===== config.mk =====
export PLATFORM = sky130hd
export DESIGN_NAME = pwm_capture
export DESIGN_NICKNAME = d
export VERILOG_FILES = /design/src/rtl/pwm_capture.sv
export SDC_FILE = /design/constraint.sdc
export NUM_CORES = 1
export LEC_CHECK = 0
export CORE_ASPECT_RATIO = 1.4
export CORE_UTILIZATION = 54
export CTS_CLUSTER_DIAMETER = 200
export DETAILED_ROUTE_END_ITERATION = 10
export PLACE_DENSITY_LB_ADDON = 0.12
export SYNTH_ARGS = -nofsm -noshare
export SYNTH_HDL_FRONTEND = slang
export SYNTH_SLANG_ARGS = --single-unit

===== constraint.sdc =====
create_clock -name clk -period 9.6 [get_ports clk]
set_clock_uncertainty 0.05 [all_clocks]
set_input_delay 1.44 -clock clk [delete_from_list [all_inputs] [get_ports clk]]
set_output_delay 1.44 -clock clk [all_outputs]
set_load 0.01 [all_outputs]

===== src/rtl/pwm_capture.sv =====
// pwm_capture: measures an asynchronous PWM line and decodes speed from its high time.
//
// The line is synchronised, optionally glitch filtered, and edge detected. The FSM then
// counts the high time and the rising-to-rising period. Each rising edge that closes a
// full period publishes:
//    speed_out  = min(floor(high_cnt / 3), 199)
//    period_out = per_cnt (saturating at 1023)
// valid_out pulses for one cycle on every publish.
//
// A single down-counter measures the time since the last line transition. It is
// reloaded on every edge.
//    - Line low too long (LOW or WAIT_RISE): report idle. This publishes speed 0.
//    - Line high too long (HIGH): flag stuck-high and publish nothing.
// A rising edge that lands on the same cycle as the timeout wins over the timeout.
//
// Latency: a pwm_in rising edge sampled at clock edge N makes valid_out go high at
// edge N+SYNC_STAGES+1. A synchronous observer therefore first samples valid_out high
// at edge N+SYNC_STAGES+2. The path through the design is:
//    - SYNC_STAGES synchroniser flops
//    - a registered edge pulse
//    - the registered FSM outputs
//
// Build option PWM_CAPTURE_GLITCH_FILTER_EN inserts a filter after the synchroniser.
// The filter output follows the line only once 3 consecutive samples agree. This
// drops pulses of 2 clocks or less and delays both edges by 2 cycles.
//
// state     | meaning
// ----------+---------------------------------------------------------------
// WAIT_RISE | no measurement running; next rising edge starts one
// HIGH      | line high, counting high time and period
// LOW       | line low, high time frozen, counting period until next rise

module pwm_capture #(
   parameter int SYNC_STAGES    = 2,
   parameter int TIMEOUT_CYCLES = 1023
) (
   input  logic       clk,
   input  logic       rst,
   input  logic       pwm_in,
   output logic [7:0] speed_out,
   output logic [9:0] period_out,
   output logic       valid_out,
   output logic       idle_out,
   output logic       stuck_high_out
);

   typedef enum logic [1:0] {
      WAIT_RISE = 2'd0,
      HIGH      = 2'd1,
      LOW       = 2'd2
   } state_t;

   localparam logic [9:0] CNT_MAX    = 10'd1023;
   localparam logic [9:0] TMO_RELOAD = 10'(TIMEOUT_CYCLES - 1);
   localparam logic [7:0] SPEED_MAX  = 8'd199;

   logic [SYNC_STAGES-1:0] sync_q;
   logic                   sync_line;
   logic                   line;
   logic                   line_d;
   logic                   rise_q;
   logic                   fall_q;

   state_t     state_q, state_n;
   logic [9:0] high_q, high_n;
   logic [9:0] per_q, per_n;
   logic [9:0] tmr_q, tmr_n;
   logic       done_q, done_n;
   logic       tmo_hit;

   logic [7:0] speed_n;
   logic [9:0] period_n;
   logic       valid_n;
   logic       idle_n;
   logic       stuck_n;

   logic [19:0] prod;
   logic [8:0]  quo;
   logic [7:0]  speed_calc;

   function automatic logic [9:0] sat_inc(input logic [9:0] v);
      return (v == CNT_MAX) ? v : v + 10'd1;
   endfunction

   // Synchroniser chain for the asynchronous PWM input.
   always_ff @(posedge clk or posedge rst) begin
      if (rst) begin
         sync_q <= '0;
      end else begin
         sync_q <= {sync_q[SYNC_STAGES-2:0], pwm_in};
      end
   end

   // Last synchroniser stage is the raw resynchronised line.
   always_comb begin
      sync_line = sync_q[SYNC_STAGES-1];
   end

`ifdef PWM_CAPTURE_GLITCH_FILTER_EN
   logic [1:0] hist_q;
   logic       filt_q;

   // Filtered line changes only once the current sample and the two before it agree.
   always_comb begin
      line = filt_q;
      if ((sync_line == hist_q[0]) && (hist_q[0] == hist_q[1])) begin
         line = sync_line;
      end
   end

   // Sample history and held filter output.
   always_ff @(posedge clk or posedge rst) begin
      if (rst) begin
         hist_q <= '0;
         filt_q <= 1'b0;
      end else begin
         hist_q <= {hist_q[0], sync_line};
         filt_q <= line;
      end
   end
`else
   // Without the filter the measured line is the synchroniser output itself.
   always_comb begin
      line = sync_line;
   end
`endif

   // Edge detect against the one-cycle-delayed copy.
   // The edge pulses are registered so line_d is the level they refer to.
   always_ff @(posedge clk or posedge rst) begin
      if (rst) begin
         line_d <= 1'b0;
         rise_q <= 1'b0;
         fall_q <= 1'b0;
      end else begin
         line_d <= line;
         rise_q <= line & ~line_d;
         fall_q <= ~line & line_d;
      end
   end

   // Divide by 3 as a multiply-shift; exact floor for every 10-bit high count.
   always_comb begin
      prod       = 20'(high_q) * 20'd683;
      quo        = 9'(prod >> 11);
      speed_calc = (quo > 9'd199) ? SPEED_MAX : quo[7:0];
   end

   // The timeout fires once per quiet stretch; an edge re-arms it.
   always_comb begin
      tmo_hit = (tmr_q == 10'd0) && !done_q;
   end

   // Next-state, counter and output logic.
   always_comb begin
      state_n  = state_q;
      high_n   = high_q;
      per_n    = per_q;
      tmr_n    = tmr_q;
      done_n   = done_q;
      speed_n  = speed_out;
      period_n = period_out;
      valid_n  = 1'b0;
      idle_n   = idle_out;
      stuck_n  = stuck_high_out;

      if (rise_q || fall_q) begin
         tmr_n  = TMO_RELOAD;
         done_n = 1'b0;
      end else if (tmr_q != 10'd0) begin
         tmr_n = tmr_q - 10'd1;
      end

      case (state_q)
         WAIT_RISE: begin
            if (rise_q) begin
               state_n = HIGH;
               high_n  = 10'd1;
               per_n   = 10'd1;
            end else if (fall_q) begin
               stuck_n = 1'b0;
            end else if (tmo_hit && !line_d) begin
               speed_n = 8'd0;
               valid_n = 1'b1;
               idle_n  = 1'b1;
               done_n  = 1'b1;
            end
         end
         HIGH: begin
            high_n = sat_inc(high_q);
            per_n  = sat_inc(per_q);
            if (fall_q) begin
               state_n = LOW;
               high_n  = high_q;
               stuck_n = 1'b0;
            end else if (tmo_hit) begin
               state_n = WAIT_RISE;
               stuck_n = 1'b1;
               done_n  = 1'b1;
            end
         end
         LOW: begin
            per_n = sat_inc(per_q);
            if (rise_q) begin
               speed_n  = speed_calc;
               period_n = per_q;
               valid_n  = 1'b1;
               idle_n   = 1'b0;
               stuck_n  = 1'b0;
               state_n  = HIGH;
               high_n   = 10'd1;
               per_n    = 10'd1;
            end else if (tmo_hit) begin
               speed_n = 8'd0;
               valid_n = 1'b1;
               idle_n  = 1'b1;
               done_n  = 1'b1;
               state_n = WAIT_RISE;
            end
         end
         default: begin
            state_n = WAIT_RISE;
         end
      endcase
   end

   // State, counters and registered outputs.
   always_ff @(posedge clk or posedge rst) begin
      if (rst) begin
         state_q        <= WAIT_RISE;
         high_q         <= 10'd0;
         per_q          <= 10'd0;
         tmr_q          <= TMO_RELOAD;
         done_q         <= 1'b0;
         speed_out      <= 8'd0;
         period_out     <= 10'd0;
         valid_out      <= 1'b0;
         idle_out       <= 1'b0;
         stuck_high_out <= 1'b0;
      end else begin
         state_q        <= state_n;
         high_q         <= high_n;
         per_q          <= per_n;
         tmr_q          <= tmr_n;
         done_q         <= done_n;
         speed_out      <= speed_n;
         period_out     <= period_n;
         valid_out      <= valid_n;
         idle_out       <= idle_n;
         stuck_high_out <= stuck_n;
      end
   end

endmodule


==> flow_summary.json <==
{
  "reg2reg_slack_ns": 4.56,
  "hold_class": "register to register",
  "critPathLaunchType": "register",
  "ys_seq_elements": 59,
  "cts-root-buf": "clkbuf_16",
  "wl_per_cell_um": 16.4,
  "ant_nets": 0,
  "maxCapViolCount": 0,
  "gp_congestion": 0.876,
  "clock_latency_ns": 0.33,
  "yosysMostFrequentCell": "ha_1",
  "synthTopCellsByCount": "ha_1 (68), dfrtp_1 (50), inv_1 (50)",
  "yosysSeqAreaShare": 0.317,
  "drive_gt1_frac": 0.0864,
  "tritoncts": "yes",
  "hold_ws_ns": 0.292,
  "setup-tns-final_ns": 0,
  "rows": 39,
  "crit_fanout": 9,
  "finalMaxSlewViolations": 0,
  "cts_resized": 0,
  "critical_path_arrival_ns": 5.18,
  "max_slew.worst_pin.slew_ns": 0.863,
  "n_antenna_cell": 0,
  "cp_cell_sequence": "ha_1 -> inv_1 -> fa_1 -> fa_1 -> inv_1 -> fa_1 -> ha_1 -> ha_1 -> a21o_1 -> a221oi_1 -> o22ai_1 -> a311oi_2 -> xnor2_1 -> a2111oi_0 -> a21oi_1",
  "fillers": 691,
  "synthCells": 479,
  "area_delta_synth_final_pct": 14.2,
  "die_h_um": 112,
  "synth_cell_types": 59,
  "status": "finished, final reports clean",
  "num_io_pins": 24,
  "power.leakage_nw": 2.74,
  "cts-hold-fix-buffers": 0,
  "synthArstFlopShare": 1.00,
  "synth_fp_nets": 572,
  "wl_um": 10000,
  "max-vdd-ir-drop_mv": 0.143,
  "synth.avg_cell_area_um2": 9.81,
  "rsz0062_at_grt": "no",
  "drc": 0,
  "setup_violations": 0,
  "mappedNetlistArea_um2": 4700,
  "route.vias.total": 3552,
  "fin_util": 0.647,
  "firstDrtPassIters": 4,
  "synth_flop_cell": "dfrtp_1",
  "grt_antenna_before_repair": 0,
  "fmax_ghz": 0.199,
  "drtIter0Drc": 118,
  "numCtsBuffers": 9,
  "layout.nets": 597,
  "synth_edf_count": 0,
  "path_buf_inv": 2,
  "critical-path-top-delay-family": "adder cells",
  "floorplan.initialDensity": 0.566,
  "h-tree-depth": 3,
  "clock_path_buffers": 2,
  "dp_hpwl_um": 7860,
  "relSlewSlack": 0.421,
  "yosys.area.top_type_share": 0.266,
  "synth_area_leaders": "dfrtp_1 (27%), ha_1 (18%), fa_1 (9.4%), dfstp_2 (5.0%), inv_1 (4.0%)",
  "ys_warn_count": 0,
  "die_w_um": 80.8,
  "grt_pass1_vias": 3538,
  "cts.sink_count": 59,
  "fin_crit_sh": 0.525,
  "cts_setup_buffers": 0,
  "synth_area_leader_cell": "dfrtp_1",
  "criticalPathCategory": "register to register",
  "core-area_um2": 8300,
  "hold_viol": 0,
  "die-area_um2": 9080,
  "clk_pin_slew_ns": 0.05,
  "grt_usage": 0.248,
  "grt_max_degree": 60,
  "required_ns": 9.74,
  "portBuffers": 23,
  "min_period_ns": 5.04,
  "overflow": 0,
  "viasPerCell": 5.81,
  "slowest_delay_ns": 0.54,
  "grt_pass1_wl_um": 17100,
  "crit_path_end_kind": "register",
  "power_density_nw_per_um2": 201,
  "cp_slowest_cell": "fa_1"
}
==> report_power, final <==
| part | internal, mW | switching [mW] |
|---|---|---|
| sequential | 0.277 | 0.0356 |
| combinational | 0.162 | 0.227 |
| clock | 0.261 | 0.115 |
==> layout by cell type, fill, tap and decap left out, types with 3 or more instances in the layout <==
master,instances
ha_1,68
dfrtp_1,50
inv_1,49
nor2_1,36
nand2_1,35
a21oi_1,28
clkdlybuf4s50_1,23
fa_1,22
nand3_1,16
xnor2_1,16
nor3_1,12
xor2_1,12
o21ai_0,11
mux2_2,10
clkbuf_16,9
dfstp_2,9
and3_1,8
nor2b_1,7
a21o_1,5
nand4_1,5
nor4_1,5
o211ai_1,5
or3_1,5
and4_1,4
a41o_1,3
o21ai_1,3
a31oi_1,3
a211oi_1,3
bufinv_16,3
==> worst register-to-register path: cells and delay by family (launching register included) <==
kind	cells	cell delay, ns
AOI/OAI and AO/OA	6	1.52
xor gates and xnor gates	1	0.20
buffers and inverters	2	0.13
adders and majority gates	6	2.52
DFF	1	0.50
==> per-stage QoR <==
step,setup WS (ns),cells,instance area (µm²),power [mW]
5_1_grt,4.22,611,5370,1.16
4_1_cts,4.57,611,5370,1.08
3_5_place_dp,4.57,595,5010,0.703
6_report,4.56,611,5370,1.08
2_1_floorplan,5.04,479,4700,0.602
3_3_place_gp,4.69,595,5010,0.696
==> state kept, by name, indices dropped and copies added, names as in the netlist <==
name / flops
done_q: 1
fall_q: 1
high_q: 10
idle_out: 1
line_d: 1
per_q: 10
period_out: 10
rise_q: 1
speed_out: 8
state_q: 2
stuck_high_out: 1
sync_q: 2
tmr_q: 10
valid_out: 1
==> metal layers <==
layer | up-vias | GRT usage | wire length (µm)
li1 | 1739 | - | -
met2 | 62 | 0.392 | 4860
met5 | - | 0 | 0
met1 | 1723 | 0.323 | 4570
met3 | 28 | 0.0496 | 280
met4 | 0 | 0.113 | 340
==> area by class of cell <==
cell class / count / area (µm²) / area share
Sequential cell: 59 / 1490 / 0.277
Multi-Input combinational cell: 360 / 2970 / 0.554
Timing Repair Buffer: 24 / 238 / 0.0443
Tap cell: 102 / 128 / 0.0238
Clock inverter: 6 / 113 / 0.0210
Inverter: 50 / 188 / 0.0350
Clock buffer: 10 / 239 / 0.0445
==> cell families after synthesis <==
group / count (synthesis) / share of synthesized area
compound gates: 87 / 0.127
xor+xnor: 28 / 0.0522
fa+ha+maj: 90 / 0.275
buf+inv: 60 / 0.0503
flops: 59 / 0.317
mux: 12 / 0.0282
simple gates: 143 / 0.150
==> worst paths after layout <==
path	start	to	depth (start not counted)
max reg2reg	high_q[3]	speed_out[0]	15
max in group asynchronous	rst	high_q[5]	3
min reg2reg	sync_q[0]	sync_q[1]	0
min in group asynchronous	rst	speed_out[2]	3
min	sync_q[0]	sync_q[1]	0
max	high_q[3]	speed_out[0]	15
Power figures use the tool's default switching activity.
